**src/rtl/info_scanner_pkg.sv**
```systemverilog
// Shared types and source geometry for the debug-view scanner.
// Source encoding, per-source depths and the read FSM states live here.
package info_scanner_pkg;

  typedef enum logic [1:0] {
    SRC_INSTRUCTION = 2'd0,
    SRC_REGISTER    = 2'd1,
    SRC_HILO        = 2'd2,
    SRC_MEMORY      = 2'd3
  } source_e;

  localparam int NUM_KNOWN_SOURCES = 4;
  localparam int SOURCE_DEPTH [NUM_KNOWN_SOURCES] = '{256, 32, 2, 1024};

  typedef enum logic [1:0] {
    ST_IDLE,
    ST_ISSUE,
    ST_WAIT,
    ST_CAPTURE
  } readState_e;

  // Unknown sources behave as a single-word source so the cursor stays sane.
  function automatic int sourceDepth(input int src);
    if (src >= 0 && src < NUM_KNOWN_SOURCES) return SOURCE_DEPTH[src];
    return 1;
  endfunction

endpackage

```
**src/rtl/info_scanner_tick.sv**
```systemverilog
// Auto-scroll period generator: emits a one-cycle tick every TICK_DIV cycles.
// Counting restarts from zero whenever it is disabled or cleared.
module tick_divider #(
  parameter int TICK_DIV = 25_000_000
) (
  input  logic clock,
  input  logic reset,
  input  logic enable,
  input  logic clear,
  output logic tick
);

  localparam int CNT_W = $clog2(TICK_DIV);
  localparam logic [CNT_W-1:0] LAST = CNT_W'(TICK_DIV - 1);

  logic [CNT_W-1:0] r_count;

  always_ff @(posedge clock) begin
    if (reset || clear || !enable) r_count <= '0;
    else if (r_count == LAST)      r_count <= '0;
    else                           r_count <= r_count + CNT_W'(1);
  end

  assign tick = enable && (r_count == LAST);

endmodule

```
**src/rtl/info_scanner.sv**
```systemverilog
// Debug-view scanner: keeps a (source, index) cursor and continuously refreshes
// the word under it through a fixed-latency synchronous read port.
module info_scanner
  import info_scanner_pkg::*;
#(
  parameter int WORD_WIDTH   = 32,
  parameter int INDEX_WIDTH  = 10,
  parameter int NUM_SOURCES  = 4,
  parameter int READ_LATENCY = 1,
  parameter int TICK_DIV     = 25_000_000
) (
  input  logic                           clock,
  input  logic                           reset,
  input  logic [$clog2(NUM_SOURCES)-1:0] select_in,
  input  logic                           step_up,
  input  logic                           step_down,
  input  logic                           jump_valid,
  input  logic [INDEX_WIDTH-1:0]         jump_index,
  input  logic                           auto_enable,
  output logic                           rd_en,
  output logic [$clog2(NUM_SOURCES)-1:0] rd_source,
  output logic [INDEX_WIDTH-1:0]         rd_index,
  input  logic [WORD_WIDTH-1:0]          rd_data,
  output logic [WORD_WIDTH-1:0]          word,
  output logic [$clog2(NUM_SOURCES)-1:0] word_source,
  output logic [INDEX_WIDTH-1:0]         word_index,
  output logic                           word_valid
);

  localparam int SEL_W  = $clog2(NUM_SOURCES);
  localparam int WCNT_W = (READ_LATENCY > 2) ? $clog2(READ_LATENCY - 1) : 1;
  localparam logic [WCNT_W-1:0] WAIT_LAST = WCNT_W'((READ_LATENCY >= 2) ? READ_LATENCY - 2 : 0);

  logic [SEL_W-1:0]       r_curSource, w_nextSource, r_issSource, r_wordSource;
  logic [INDEX_WIDTH-1:0] r_curIndex, w_nextIndex, r_issIndex, r_wordIndex;
  logic [INDEX_WIDTH-1:0] w_lastIndex, w_indexUp, w_indexDown;
  logic [WORD_WIDTH-1:0]  r_word;
  logic [WCNT_W-1:0]      r_waitCnt;
  logic                   r_wordValid;
  logic                   w_selChange, w_manual, w_tick, w_curChange, w_load;
  readState_e             r_state, w_nextState;

  assign w_lastIndex = INDEX_WIDTH'(sourceDepth(int'(r_curSource)) - 1);
  assign w_indexUp   = (r_curIndex == w_lastIndex) ? '0 : r_curIndex + INDEX_WIDTH'(1);
  assign w_indexDown = (r_curIndex == '0) ? w_lastIndex : r_curIndex - INDEX_WIDTH'(1);
  assign w_selChange = (select_in != r_curSource);
  assign w_manual    = w_selChange || jump_valid || (step_up ^ step_down);

  tick_divider #(.TICK_DIV(TICK_DIV)) u_tick (
    .clock  (clock),
    .reset  (reset),
    .enable (auto_enable),
    .clear  (w_manual),
    .tick   (w_tick)
  );

  always_comb begin
    w_nextSource = r_curSource;
    w_nextIndex  = r_curIndex;
    if (w_selChange) begin
      w_nextSource = select_in;
      w_nextIndex  = '0;
    end else if (jump_valid) begin
      w_nextIndex = (jump_index > w_lastIndex) ? w_lastIndex : jump_index;
    end else if (step_up && !step_down) begin
      w_nextIndex = w_indexUp;
    end else if (step_down && !step_up) begin
      w_nextIndex = w_indexDown;
    end else if (!step_up && !step_down && w_tick) begin
      w_nextIndex = w_indexUp;
    end
  end

  assign w_curChange = (w_nextSource != r_curSource) || (w_nextIndex != r_curIndex);

  always_ff @(posedge clock) begin
    if (reset) begin
      r_curSource <= '0;
      r_curIndex  <= '0;
    end else begin
      r_curSource <= w_nextSource;
      r_curIndex  <= w_nextIndex;
    end
  end

  always_ff @(posedge clock) begin
    if (reset) r_state <= ST_IDLE;
    else       r_state <= w_nextState;
  end

  // A cursor move during WAIT/CAPTURE abandons the read and reissues at once.
  always_comb begin
    w_nextState = r_state;
    rd_en       = 1'b0;
    case (r_state)
      ST_IDLE:    w_nextState = ST_ISSUE;
      ST_ISSUE: begin
        rd_en       = 1'b1;
        w_nextState = (READ_LATENCY == 1) ? ST_CAPTURE : ST_WAIT;
      end
      ST_WAIT: begin
        if (w_curChange)                 w_nextState = ST_ISSUE;
        else if (r_waitCnt == WAIT_LAST) w_nextState = ST_CAPTURE;
      end
      ST_CAPTURE: w_nextState = ST_ISSUE;
      default:    w_nextState = ST_IDLE;
    endcase
  end

  assign w_load = (r_state == ST_CAPTURE) && !w_curChange;

  // The issued address is latched on entry to ISSUE, so it equals the cursor there.
  always_ff @(posedge clock) begin
    if (reset) begin
      r_waitCnt    <= '0;
      r_issSource  <= '0;
      r_issIndex   <= '0;
      r_word       <= '0;
      r_wordSource <= '0;
      r_wordIndex  <= '0;
      r_wordValid  <= 1'b0;
    end else begin
      if (r_state == ST_ISSUE)     r_waitCnt <= '0;
      else if (r_state == ST_WAIT) r_waitCnt <= r_waitCnt + WCNT_W'(1);
      if (w_nextState == ST_ISSUE) begin
        r_issSource <= w_nextSource;
        r_issIndex  <= w_nextIndex;
      end
      if (w_load) begin
        r_word       <= rd_data;
        r_wordSource <= r_issSource;
        r_wordIndex  <= r_issIndex;
      end
      if (w_curChange)
        r_wordValid <= 1'b0;
      else if (w_load && r_issSource == r_curSource && r_issIndex == r_curIndex)
        r_wordValid <= 1'b1;
    end
  end

  assign rd_source   = r_issSource;
  assign rd_index    = r_issIndex;
  assign word        = r_word;
  assign word_source = r_wordSource;
  assign word_index  = r_wordIndex;
  assign word_valid  = r_wordValid;

endmodule
```
**config.mk**
```make
export PLATFORM = sky130hd
export DESIGN_NAME = info_scanner
export DESIGN_NICKNAME = d
export VERILOG_FILES = /design/src/rtl/info_scanner_pkg.sv /design/src/rtl/info_scanner_tick.sv /design/src/rtl/info_scanner.sv
export SDC_FILE = /design/constraint.sdc
export NUM_CORES = 1
export LEC_CHECK = 0
export CAP_MARGIN = 10
export CORE_ASPECT_RATIO = 1.75
export CORE_MARGIN = 5
export CORE_UTILIZATION = 40
export CTS_CLUSTER_DIAMETER = 30
export DETAILED_ROUTE_END_ITERATION = 10
export SLEW_MARGIN = 15
export SYNTH_ARGS = -nofsm -noshare
export SYNTH_HDL_FRONTEND = slang
export SYNTH_HIERARCHICAL = 1
export SYNTH_SLANG_ARGS = --single-unit
```
**constraint.sdc**
```tcl
create_clock -name clock -period 6.1 [get_ports clock]
set_input_delay 0.915 -clock clock [delete_from_list [all_inputs] [get_ports clock]]
set_output_delay 0.915 -clock clock [all_outputs]
set_load 0.05 [all_outputs]
```
Word-level counts from Yosys, hierarchy flattened
Cells that the tools add are included.
Word-level totals
  register bits: 97
  input port bits: 50
  output and inout bits: 58
  word-level logic and storage cells: 70
Operators by class
  $add $sub $neg: 5
  magnitude comparators: 2
  eq/ne operators: 11
  muxes and demuxes: 16
  bitwise logic cells: 2
  reduce and logical (&&, ||, !) cells: 23
Operator list (count)
  $mux W10: 10
  $bmux W32 S2: 1
  $ge A32 B3 Y1 const B: 1
  $not A2 Y32: 1
  $add A25 B1 Y25 const B: 1
  $eq A25 B25 Y1 const B: 1
  $eq A10 B10 Y1: 2
  $add A10 B1 Y10 const B: 1
  $gt A10 B10 Y1: 1
  $logic_not A10 Y1: 1
  $ne A10 B10 Y1: 1
  $sub A10 B1 Y10 const B: 1
  $sub A10 B2 Y10 const B: 1
  $logic_and A1 B1 Y1: 8
  $reduce_or A2 Y1: 4
  $mux W2: 3
  $pmux W2 S3: 1
  $logic_or A1 B1 Y1: 5
  $eq A2 B1 Y1 const B: 2
  $eq A2 B2 Y1 const B: 2
  $logic_not A1 Y1: 4
  $ne A2 B2 Y1: 2
  $eq A2 B2 Y1: 1
  $logic_not A2 Y1: 1
  3 further kinds: 3

Logic depth before layout (Yosys ltp)
Gate-level depths: netlist (run 1).
  depth in word-level cells: 18
  gate-level depth with buffers: 19
  depth with buffers taken out: 15

Hierarchy
Netlist (run 1), hierarchy kept.
By module, submodules not included
  info_scanner: instances 1, cells each 508, area each 4411.7 µm², sequential area each 1441.4 µm²
  tick_divider: instances 1, cells each 135, area each 1222.4 µm², sequential area each 500.5 µm²

Worst setup path after synthesis (run 1)
Ideal clock, no wire load.
  kind: flip-flop to flip-flop
  start: reg u_tick.r_count[0]
  end: reg r_issIndex[2] (netlist: rd_index[2])
  library setup time: 0.123 ns
  data arrival time: 4.220 ns
  required time: 5.977 ns
  path slack: 1.757 ns
  cell stages (with the launch flop): 18
  path buffers: 2
  clock period less this slack: 4.343 ns
  path through: dfxtp_1 -> ha_1 -> and3_1 -> clkbuf_1 -> nand4_1 -> nor4_1 -> a21oi_1 -> or4_1 -> nand3_1 -> a31o_2 -> nand2_1 -> or4b_1 -> o221a_1 -> nor3_4 -> nand3_1 -> nand3_1 -> buf_4 -> mux2_1
Between the ends
  longest elaborated chain between the ends: 13
RTL lines
  start, declared: RTL line info_scanner_tick.sv:16  | logic [CNT_W-1:0] r_count;
  start signal, assigned: RTL line info_scanner_tick.sv:21  | else r_count <= r_count + CNT_W'(1);
  $eq A25 B25 Y1 (*): RTL line info_scanner_tick.sv:24  | assign tick = enable && (r_count == LAST);
  $logic_and A1 B1 Y1 (*): RTL line info_scanner_tick.sv:24
  net w_tick: RTL line info_scanner.sv:40  | logic w_selChange, w_manual, w_tick, w_curChange, w_load;
  $logic_and A1 B1 Y1 (*): RTL line info_scanner.sv:69  | end else if (!step_up && !step_down && w_tick) begin
  $mux W10 (*): RTL line info_scanner.sv:69
  $mux W10 (*): RTL line info_scanner.sv:67  | end else if (step_down && !step_up) begin
  $mux W10 (*): RTL line info_scanner.sv:65  | end else if (step_up && !step_down) begin
  $mux W10 (*): RTL line info_scanner.sv:63  | end else if (jump_valid) begin
  $mux W10 (*): RTL line info_scanner.sv:60  | if (w_selChange) begin
  $ne A10 B10 Y1: RTL line info_scanner.sv:74  | assign w_curChange = (w_nextSource != r_curSource) || (w_nextIndex != r_curIndex);
  $logic_or A1 B1 Y1: RTL line info_scanner.sv:74
  $mux W2: RTL line info_scanner.sv:102  | if (w_curChange) w_nextState = ST_ISSUE;
  $pmux W2 S3: RTL line info_scanner.sv:95  | case (r_state)
  $eq A2 B1 Y1: RTL line info_scanner.sv:125  | if (w_nextState == ST_ISSUE) begin
  end signal, assigned: RTL line info_scanner.sv:127  | r_issIndex <= w_nextIndex;
  end, declared: RTL line info_scanner.sv:35  | logic [INDEX_WIDTH-1:0] r_curIndex, w_nextIndex, r_issIndex, r_wordIndex;
The timed path passes the listed nets; every way through them passes the cells marked *.
A chain may end at the register's enable or synchronous reset.

Final worst setup path (run 1)
  start: reg u_tick.r_count[0]
  end: reg r_word[6] (netlist: word[6])
Between the ends
  longest elaborated chain between the ends: 12
RTL lines
  $eq A25 B25 Y1: RTL line info_scanner_tick.sv:24
  $logic_and A1 B1 Y1: RTL line info_scanner_tick.sv:24
  net w_tick: RTL line info_scanner.sv:40
  $logic_and A1 B1 Y1: RTL line info_scanner.sv:69
  $mux W10: RTL line info_scanner.sv:69
  $mux W10: RTL line info_scanner.sv:67
  $mux W10: RTL line info_scanner.sv:65
  $mux W10: RTL line info_scanner.sv:63
  $mux W10: RTL line info_scanner.sv:60
  $ne A10 B10 Y1: RTL line info_scanner.sv:74
  $logic_or A1 B1 Y1: RTL line info_scanner.sv:74
  $logic_not A1 Y1: RTL line info_scanner.sv:110  | assign w_load = (r_state == ST_CAPTURE) && !w_curChange;
  $logic_and A1 B1 Y1: RTL line info_scanner.sv:110
  end signal, assigned: RTL line info_scanner.sv:130  | r_word <= rd_data;
  end, declared: RTL line info_scanner.sv:37  | logic [WORD_WIDTH-1:0] r_word;
The timed path passes the listed nets, and every way through them passes these cells.

==> results.cfg, run 1 <==
[drt]
drt-vias-per-instance = 5.85
drt-initial-drc-count = 199
routedWlPerCell_um = 19.8
drc = 0
wirelength_mm = 18.0
vias = 5307
drtAntennaViolNets = 0
dr.pass1.iters = 6

[die]
rows = 57
die_h_um = 167
start_util_pct = 40.7
core_um2 = 13800
ios = 108
die_x_um = 99.7
die_area_um2 = 16700

[final_layout]
drive_gt1_share_pct = 6.16
fin_cells = 907
layout.nets = 792
n_antenna_cell = 0
area_growth_pct = 24.8

[placement]
post-place-ws_ns = 0.711
gp_congestion = 1.03
post-dp-hpwl_mm = 13.9
numPortBuffers = 107
place_inst = 891

[timing]
timing.final.crit_share_pct = 85.8
fin_ws_ns = 0.864
tightest_slew_ns = 1.06
max_slew_margin_pct = 29.4
whs_ns = 0.470
setup_tns_ns = 0
fmax_mhz = 191
hold_viol = 0
setup_viol_count_final = 0
rsz0062_at_grt = false
finalCriticalPeriod_ns = 5.24
maxSlewViolCount = 0
skew_ns = 0.00854

[clock_tree]
path_clk_slew_ns = 0.07
postCtsSetupBuffers = 0
tritoncts = built
postCtsResizedCells = 0
cts_hold_buf = 0
cts_buffer_depth = 2
numCtsBuffers = 9
cts.sinks = 97
root_buffer = clkbuf_16
clock_latency_ns = 0.33
htreeDepth = 3

[synth]
yosys-top-cells-count = dfxtp_1 (97), nor2_1 (79), mux2i_1 (44), clkbuf_1 (29), nand2_1 (29)
synth_edf_count = 0
ys_seq_area_share_pct = 34.5
synth_nets = 710
yosysTopAreaCellShare_pct = 34.5
synth_top_area_cell = dfxtp_1
synthMuxAreaShare_pct = 10.6
netlist_instances = 643
synth-simple-area-share_pct = 25.1
yosys_warnings = 6
synthAdderAreaFrac_pct = 3.78
syn_area_um2 = 5630
synth.area.top_cells = dfxtp_1 (34%), mux2i_1 (7.8%), nor2_1 (5.3%)
synth_compound_area_share_pct = 14.6
synth_cell_types = 79
yosysMostFrequentCell = dfxtp_1
synth-xor-area-share_pct = 5.91
ys_ff_latch = 97
synth_top_family_by_area = simple AND/OR/NAND/NOR gates
async_flop_share_pct = 0
synthFlopType = dfxtp_1
avgSynthCellArea_um2 = 8.76

[global_route]
use_met1_pct = 20.7
grt.total_usage_pct = 21.1
antenna_found_initial = 0
met2_usage_pct = 40.4
busiest_layer = met2
met3_usage_pct = 3.22
grt_overflow_total = 0
grt_pass1_wl_mm = 28.2
grt_start_max_net_pins = 48
grt_pass1_vias = 5387

[pwr]
ir_drop_v = 0.000144
power.density_nw_per_um2 = 242
leakage_nw = 2.39

[critical_path]
critPathKind = flop to flop
cp-start-kind = flop
cp-end-kind = flop
rrSetupSlack_ns = 0.86
critPathArrivalTime_ns = 5.44
crit_start = u_tick/r_count[0]
cp_max_fo = 44
timing.rr.start = u_tick/r_count[0]
crit_required_ns = 6.30
rr_worst_depth = 16

[flow_run]
maxCapViolCount = 0

[min_path]
hp-class = flop to flop
worstHoldStart = u_tick/r_count[0]
whs_path_depth = 1

[run_status]
status = finished clean
## critical path: stages (launching register included)
cell and delay, ns:
dfxtp_1 0.37, ha_1 0.21, and3_1 0.33, nand4_1 0.23
nor4_1 0.83, a21oi_1 0.34, or4_1 0.53, a31oi_1 0.20
a32o_1 0.24, a21bo_2 0.26, xor2_1 0.23, o2111ai_1 0.25
nor3_4 0.29, and2_2 0.20, buf_12 0.29, mux2i_1 0.23
nor2_1 0.06
## cells in the final DEF, fill, tap and decap left out, drive strengths merged, types with 4 or more instances in the layout
master,instances
nand2,29
and3,4
o22ai,4
or4,15
mux2i,44
xor2,21
inv,15
or4b,4
a211oi,8
nand3,22
clkbuf,13
and4,7
and2,7
a221oi,4
o31ai,10
mux2,14
a21oi,25
xnor2,17
clkdlybuf4s50,106
a31oi,8
dfxtp,97
nor2b,17
nor4,14
or3,9
o21ai,18
o211ai,5
nor2,79
nand4,17
ha,17
buf,9
nor3,20
## kinds of logic (layout without fill, tap and decap cells)
group,Yosys count,count (layout)
AOI/OAI and AO/OA,114,114
xor gates and xnor gates,38,38
adders and majority gates,17,17
buffers and inverters,59,146
DFF,97,97
muxes,58,58
and+or+nand+nor,260,260
## worst paths after layout
check,to
hold / removal,u_tick/r_count[0]
setup / recovery,word[6]
setup reg to reg,word[6]
hold reg to reg,u_tick/r_count[0]
## state kept, by name (all words and copies together), names as in the netlist
name,count
rd_index,10
word,32
word_source,2
word_index,10
u_tick/r_count,25
r_curSource,2
r_state,2
rd_source,2
word_valid,1
r_waitCnt,1
r_curIndex,10
## area by class of cell
type / instances / area (um2)
clock buffers: 13 / 270
multi-input cells: 487 / 3380
fillers: 1300 / 6800
inverters: 15 / 56.3
repair buffers: 115 / 1140
flip-flops and latches: 97 / 1940
clock inverters: 3 / 23.8
well taps: 177 / 221
## power by group
| group | leakage [nW] | switching (mW) | total (mW) | internal (mW) |
|---|---|---|---|---|
| clock | 0.138 | 0.229 | 0.540 | 0.311 |
| combinational | 1.47 | 0.270 | 0.458 | 0.187 |
| sequential | 0.784 | 0.0449 | 0.707 | 0.662 |
| total | 2.39 | 0.544 | 1.70 | 1.16 |
## metrics by stage
stage               power [mW]  utilization, %  cell area (um2)
floorplan                 1.02               -             5630
global placement          1.17            48.7             6740
detailed placement        1.18            48.7             6740
CTS                       1.72            50.8             7030
global route              1.78            50.8             7030
finish                    1.70            50.8             7030
## metal layers
layer | up-vias | part of all wire [%]
met5 | - | 0
met4 | 0 | 5.2
li1 | 2531 | -
met2 | 185 | 55
met3 | 59 | 4.2
met1 | 2532 | 35
No activity file was read; power rests on OpenSTA's default activity.
==> run 2: changes to the inputs <==
- GPL_ROUTABILITY_DRIVEN: not set -> 0
==> run 2 against run 1 <==
  * Setup slack worse by 0.068 ns
  * Routed wire length down 3.7%
  * Via count fell by 0.28%
  * Largest power group unchanged
==> results.cfg, run 2 (synthesis gave the netlist of run 1 again) <==
[global_route]
met3_usage_pct = 3.89
use_met1_pct = 20.9
grt.total_usage_pct = 20.7
grt_pass1_vias = 5375
busiest_layer = met2
grt_start_max_net_pins = 48
antenna_found_initial = 0
grt_overflow_total = 0
grt_pass1_wl_mm = 27.8
met2_usage_pct = 39.2

[pwr]
leakage_nw = 2.38
ir_drop_v = 0.000165
power.density_nw_per_um2 = 242

[final_layout]
multi_input_area_um2 = 3380
mostFrequentLayoutCell = clkdlybuf4s50_1
drive_gt1_share_pct = 5.91
area_growth_pct = 24.4
largest_reg_flops = 32
nFillCells = 1344
final_cell_mix = clkdlybuf4s50_1 (106), dfxtp_1 (97), nor2_1 (79)
layout.nets = 790
final_util_pct = 50.6
fin_area_um2 = 7010
register_area_um2 = 1940
n_antenna_cell = 0

[critical_path]
crit_required_ns = 6.31
cp-start-kind = flop
critPathKind = flop to flop
slowest_delay_ns = 0.75
rrSetupSlack_ns = 0.80
cp-end-kind = flop
cp_max_fo = 28
crit_slowest_cell = nor4_1
path_cells = ha_1 > and3_1 > nand4_1 > nor4_1 > a21oi_1 > or4_1 > a31oi_1 > a32o_1 > a21bo_2 > xor2_1 > o2111ai_1 > nor3_4 > and2_2 > buf_12 > mux2i_1 > nor2_1
critPathArrivalTime_ns = 5.51

[clock_tree]
cts.sinks = 97
cts_hold_buf = 0
postCtsSetupBuffers = 0
cts_buffer_depth = 2
path_clk_slew_ns = 0.07
numCtsBuffers = 9
clock_latency_ns = 0.33
postCtsResizedCells = 0
root_buffer = clkbuf_16
htreeDepth = 3
tritoncts = built

[drt]
drc = 0
routedWlPerCell_um = 19.2
drt-vias-per-instance = 5.85
drtAntennaViolNets = 0
dr.pass1.iters = 4
drt-initial-drc-count = 283
vias = 5292
wirelength_mm = 17.3

[timing]
skew_ns = 0.00649
maxSlewViolCount = 0
tightest_slew_ns = 1.06
whs_ns = 0.490
fmax_mhz = 189
max_slew_margin_pct = 29.1
rsz0062_at_grt = false
hold_viol = 0
setup_viol_count_final = 0
setup_tns_ns = 0
timing.final.crit_share_pct = 87.0
finalCriticalPeriod_ns = 5.30

[min_path]
hp-class = flop to flop

[die]
die_area_um2 = 16700
start_util_pct = 40.7
die_h_um = 167
ios = 108
die_x_um = 99.7
core_um2 = 13800
rows = 57

[placement]
post-dp-hpwl_mm = 13.3
dpl_cell_area_um2 = 6720
numPortBuffers = 107

[run_status]
status = finished clean

[flow_run]
maxCapViolCount = 0
[run 2: changes by cell type in the layout (fill, tap and decap cells not counted)]
| cell | previous run | this run |
|---|---|---|
| inv_6 | 0 | 1 |
| clkinv_2 | 0 | 1 |
| clkbuf_8 | 3 | 1 |
| clkinvlp_4 | 2 | 0 |
| clkinv_4 | 1 | 3 |
| buf_4 | 7 | 5 |
[run 2: final timing paths]
| check | start | end | depth (start not counted) |
|---|---|---|---|
| max | u_tick/r_count[0] | word[0] | 16 |
| min | u_tick/r_count[24] | u_tick/r_count[24] | 2 |
| max reg2reg | u_tick/r_count[0] | word[0] | 16 |
| min reg2reg | u_tick/r_count[24] | u_tick/r_count[24] | 2 |
[run 2: layer usage]
metal  routed length [um]  vias to the layer above
met5                    0                        -
li1                     -                     2529
met2                 9470                      194
met3                  859                       54
met4                  826                        0
met1                 6180                     2515
[run 2: critical path: cells and delay by family (launching register included)]
family | cells | cell delay (ns)
muxes | 1 | 0.24
xor gates and xnor gates | 1 | 0.22
DFF | 1 | 0.38
and+or+nand+nor | 7 | 2.58
adders and majority gates | 1 | 0.22
buffers and inverters | 1 | 0.28
AOI/OAI and AO/OA | 5 | 1.23
[run 2: metrics by stage]
step,setup slack [ns],power (mW),instances
after floorplan,1.76,1.02,643
after global placement,0.704,1.17,889
after detailed placement,0.576,1.18,889
after CTS,0.863,1.71,905
after global routing,0.507,1.77,905
final,0.796,1.70,905
[run 2: area by class of cell]
type / instances / share of cell area (%)
Clock buffer: 11 / 3.46
Multi-Input combinational cell: 487 / 48.2
Timing Repair Buffer: 113 / 16.0
Inverter: 15 / 0.804
Sequential cell: 97 / 27.7
Tap cell: 177 / 3.16
Clock inverter: 5 / 0.571
[run 2: power breakdown]
group | switching [mW] | internal, mW
sequential | 0.0453 | 0.662
combinational | 0.273 | 0.186
clock | 0.241 | 0.291
total | 0.559 | 1.14
==> variant (config.mk and constraints of run 2) <==
`TICK_DIV` is set to 25_000_000 in 2 places; all go to 50_000_000.
--- a/src/rtl/info_scanner_tick.sv
+++ b/src/rtl/info_scanner_tick.sv
@@ -1,7 +1,7 @@
 // Auto-scroll period generator: emits a one-cycle tick every TICK_DIV cycles.
 // Counting restarts from zero whenever it is disabled or cleared.
 module tick_divider #(
-  parameter int TICK_DIV = 25_000_000
+  parameter int TICK_DIV = 50_000_000
 ) (
   input  logic clock,
   input  logic reset,
--- a/src/rtl/info_scanner.sv
+++ b/src/rtl/info_scanner.sv
@@ -7,7 +7,7 @@
   parameter int INDEX_WIDTH  = 10,
   parameter int NUM_SOURCES  = 4,
   parameter int READ_LATENCY = 1,
-  parameter int TICK_DIV     = 25_000_000
+  parameter int TICK_DIV     = 50_000_000
 ) (
   input  logic                           clock,
   input  logic                           reset,
Check against the original RTL: no difference found for any inputs over 4 cycles, from zero or initial values and one cycle with reset high; that may be too few to reach the edited logic, so the function may still have changed.
==> variant against run 2 <==
Synthesized area decreased by 0.33%. Non-clock buffer count shrank 2. Wire length fell by 1.7%. Design area is 0.18% higher. Setup slack better by 0.20 ns. Clock skew is 0.0041 ns higher. Sequential cell count up 1. Total power up 1.4%. Synthesized cell count grew 0.93%. Critical path type unchanged. Largest cell class unchanged.
==> variant: results (changes against run 2) <==
| Metric | Value |
|---|---|
| Outcome | `complete, no violations (unchanged)` |
| Async set-reset flop share out of synthesis | `0% (unchanged)` |
| Post-Route Skew | `0.0106 ns (was 0.00649 ns)` |
| Worst-skew pair later-pin latency | `between 0.3 and 0.4 ns` |
| Rel. slew slack | `36.3% (was 29.1%)` |
| Root buf cell | `clkbuf_16 (unchanged)` |
| Clock-pin slew on the worst setup and hold paths | `0.07 ns (about the same)` |
| First-pass GRT wire length | `27500 um (was 27800 um)` |
| CTS buffer count | `9 (unchanged)` |
| Synth top cells by count | `dfxtp_1 (98), nor2_1 (80), mux2i_1 (44) (was dfxtp_1 (97), nor2_1 (79), mux2i_1 (44))` |
| Overall Global Routing Usage | `20.6% (was 20.7%)` |
| Number of fill cells | `1351 (was 1344)` |
| Starting DRT DRC Count | `300 (was 283)` |
| Hold WC Path Type | `reg -> reg (unchanged)` |
| Final HPWL DP | `13000 um (was 13300 um)` |
| Final nets | `796 (was 790)` |
| Area leader, netlist | `dfxtp_1 (unchanged)` |
| Setup bufs post-CTS | `0 (unchanged)` |
| Worst vdd ir | `200 uV (was 165 uV)` |
| Layout Cells excl Fill | `911 (was 905)` |
| Cell count after synthesis | `649 (was 643)` |
| Initial antenna violation count | `0 (unchanged)` |
| Yosys warns | `6 (unchanged)` |
| Syn nets | `716 (was 710)` |
| Leakage | `2.36 nW (was 2.38 nW)` |
| Vias in the first global route | `5341 (was 5375)` |
| Ranking of synthesized cells by area | `dfxtp_1 (35%), mux2i_1 (7.8%), nor2_1 (5.3%) (was dfxtp_1 (34%), mux2i_1 (7.8%), nor2_1 (5.3%))` |
| Largest register FFs | `32 (unchanged)` |
| CP arrival | `5.30 ns (was 5.51 ns)` |
| PostCTS Resize Cnt | `0 (unchanged)` |
| Placed Cells | `895 (was 889)` |
| DR vias/cell | `5.78 (was 5.85)` |
| Port Buffers | `107 (unchanged)` |
| Ant diodes | `0 (unchanged)` |
| Yosys cell types | `76 (was 79)` |
| Share of cells above drive strength 1 | `5.45% (was 5.91%)` |
| Crit-path max FO | `32 (was 28)` |
| Sw Ratio | `32.2% (was 32.9%)` |
| TritonRoute pass-1 iters | `4 (unchanged)` |
| Max Buffers Root-to-Sink | `2 (unchanged)` |
| Post-synthesis sequential area ratio | `34.9% (was 34.5%)` |
| Largest net degree at the start of global routing | `74 (was 48)` |
| Routed WL | `17000 um (was 17300 um)` |
| H-tree levels | `3 (unchanged)` |
variant: cell types whose count changed in the layout (fill, tap and decap cells not counted), sizes merged, moves of 3 or more:
cell	run 2	this run
or3	9	14
and4	7	2
o21ai	18	21
nor3	20	24
xor2	21	13
xnor2	17	24
inv	16	21
variant: worst paths after layout:
check | startpoint | endpoint | slack [ns] | cells after the start
worst min-delay path | u_tick/r_count[0] | u_tick/r_count[0] | 0.48 | 1
worst max-delay path | u_tick/r_count[7] | word[0] | 1.0 | 14
worst max register to register | u_tick/r_count[7] | word[0] | 1.0 | 14
worst min register to register | u_tick/r_count[0] | u_tick/r_count[0] | 0.48 | 1
variant: metal layers:
layer	GRT usage, %	wire [um]	vias up
li1	-	-	2523
met1	21.0	6130	2496
met2	37.8	9080	184
met3	4.14	860	59
met4	12.2	983	0
met5	0	0	-
variant: per-stage QoR:
step	worst slack [ns]	utilization [%]	power (mW)	instance area [sq um]
floorplan	1.86	-	1.02	5620
global placement	0.737	48.6	1.16	6720
detailed placement	0.775	48.6	1.17	6720
CTS	0.995	50.7	1.74	7020
global route	0.628	50.7	1.80	7020
finish	0.998	50.7	1.72	7020
variant: cells by family after synthesis:
group                    Yosys count  synth area share, %
AND/OR/NAND/NOR                  260                 24.9
adder cells (fa/ha/maj)           17                 3.79
flip-flops                        98                 34.9
XOR/XNOR                          37                 5.77
AO/OA/AOI/OAI                    118                 14.6
buffers and inverters             61                 5.35
multiplexers                      58                 10.7
variant: power groups by stage:
stage	registers [mW]	clock network (mW)	logic, mW
floorplan	0.761	0	0.264
global placement	0.727	0	0.434
detailed placement	0.728	0	0.438
CTS	0.714	0.588	0.441
global route	0.719	0.613	0.473
finish	0.714	0.569	0.439
variant: critical path: stages (launching register included):
cell	delay [ns]
dfxtp_1	0.36
or4b_2	0.67
nor4_1	0.36
and3_1	0.35
a211oi_1	0.22
a221o_1	0.39
a31oi_1	0.34
nor2_1	0.13
or4b_1	0.51
o221a_1	0.29
nor3_4	0.26
and2_2	0.45
buf_12	0.29
mux2i_1	0.23
nor2_1	0.05
variant: cell type report:
class                           instances  area share (%)
Tap cell                              177            3.16
Clock buffer                            9            3.21
Sequential cell                        98            28.0
Timing Repair Buffer                  111            15.8
Multi-Input combinational cell        490            47.8
Inverter                               19            1.02
Clock inverter                          7            1.09
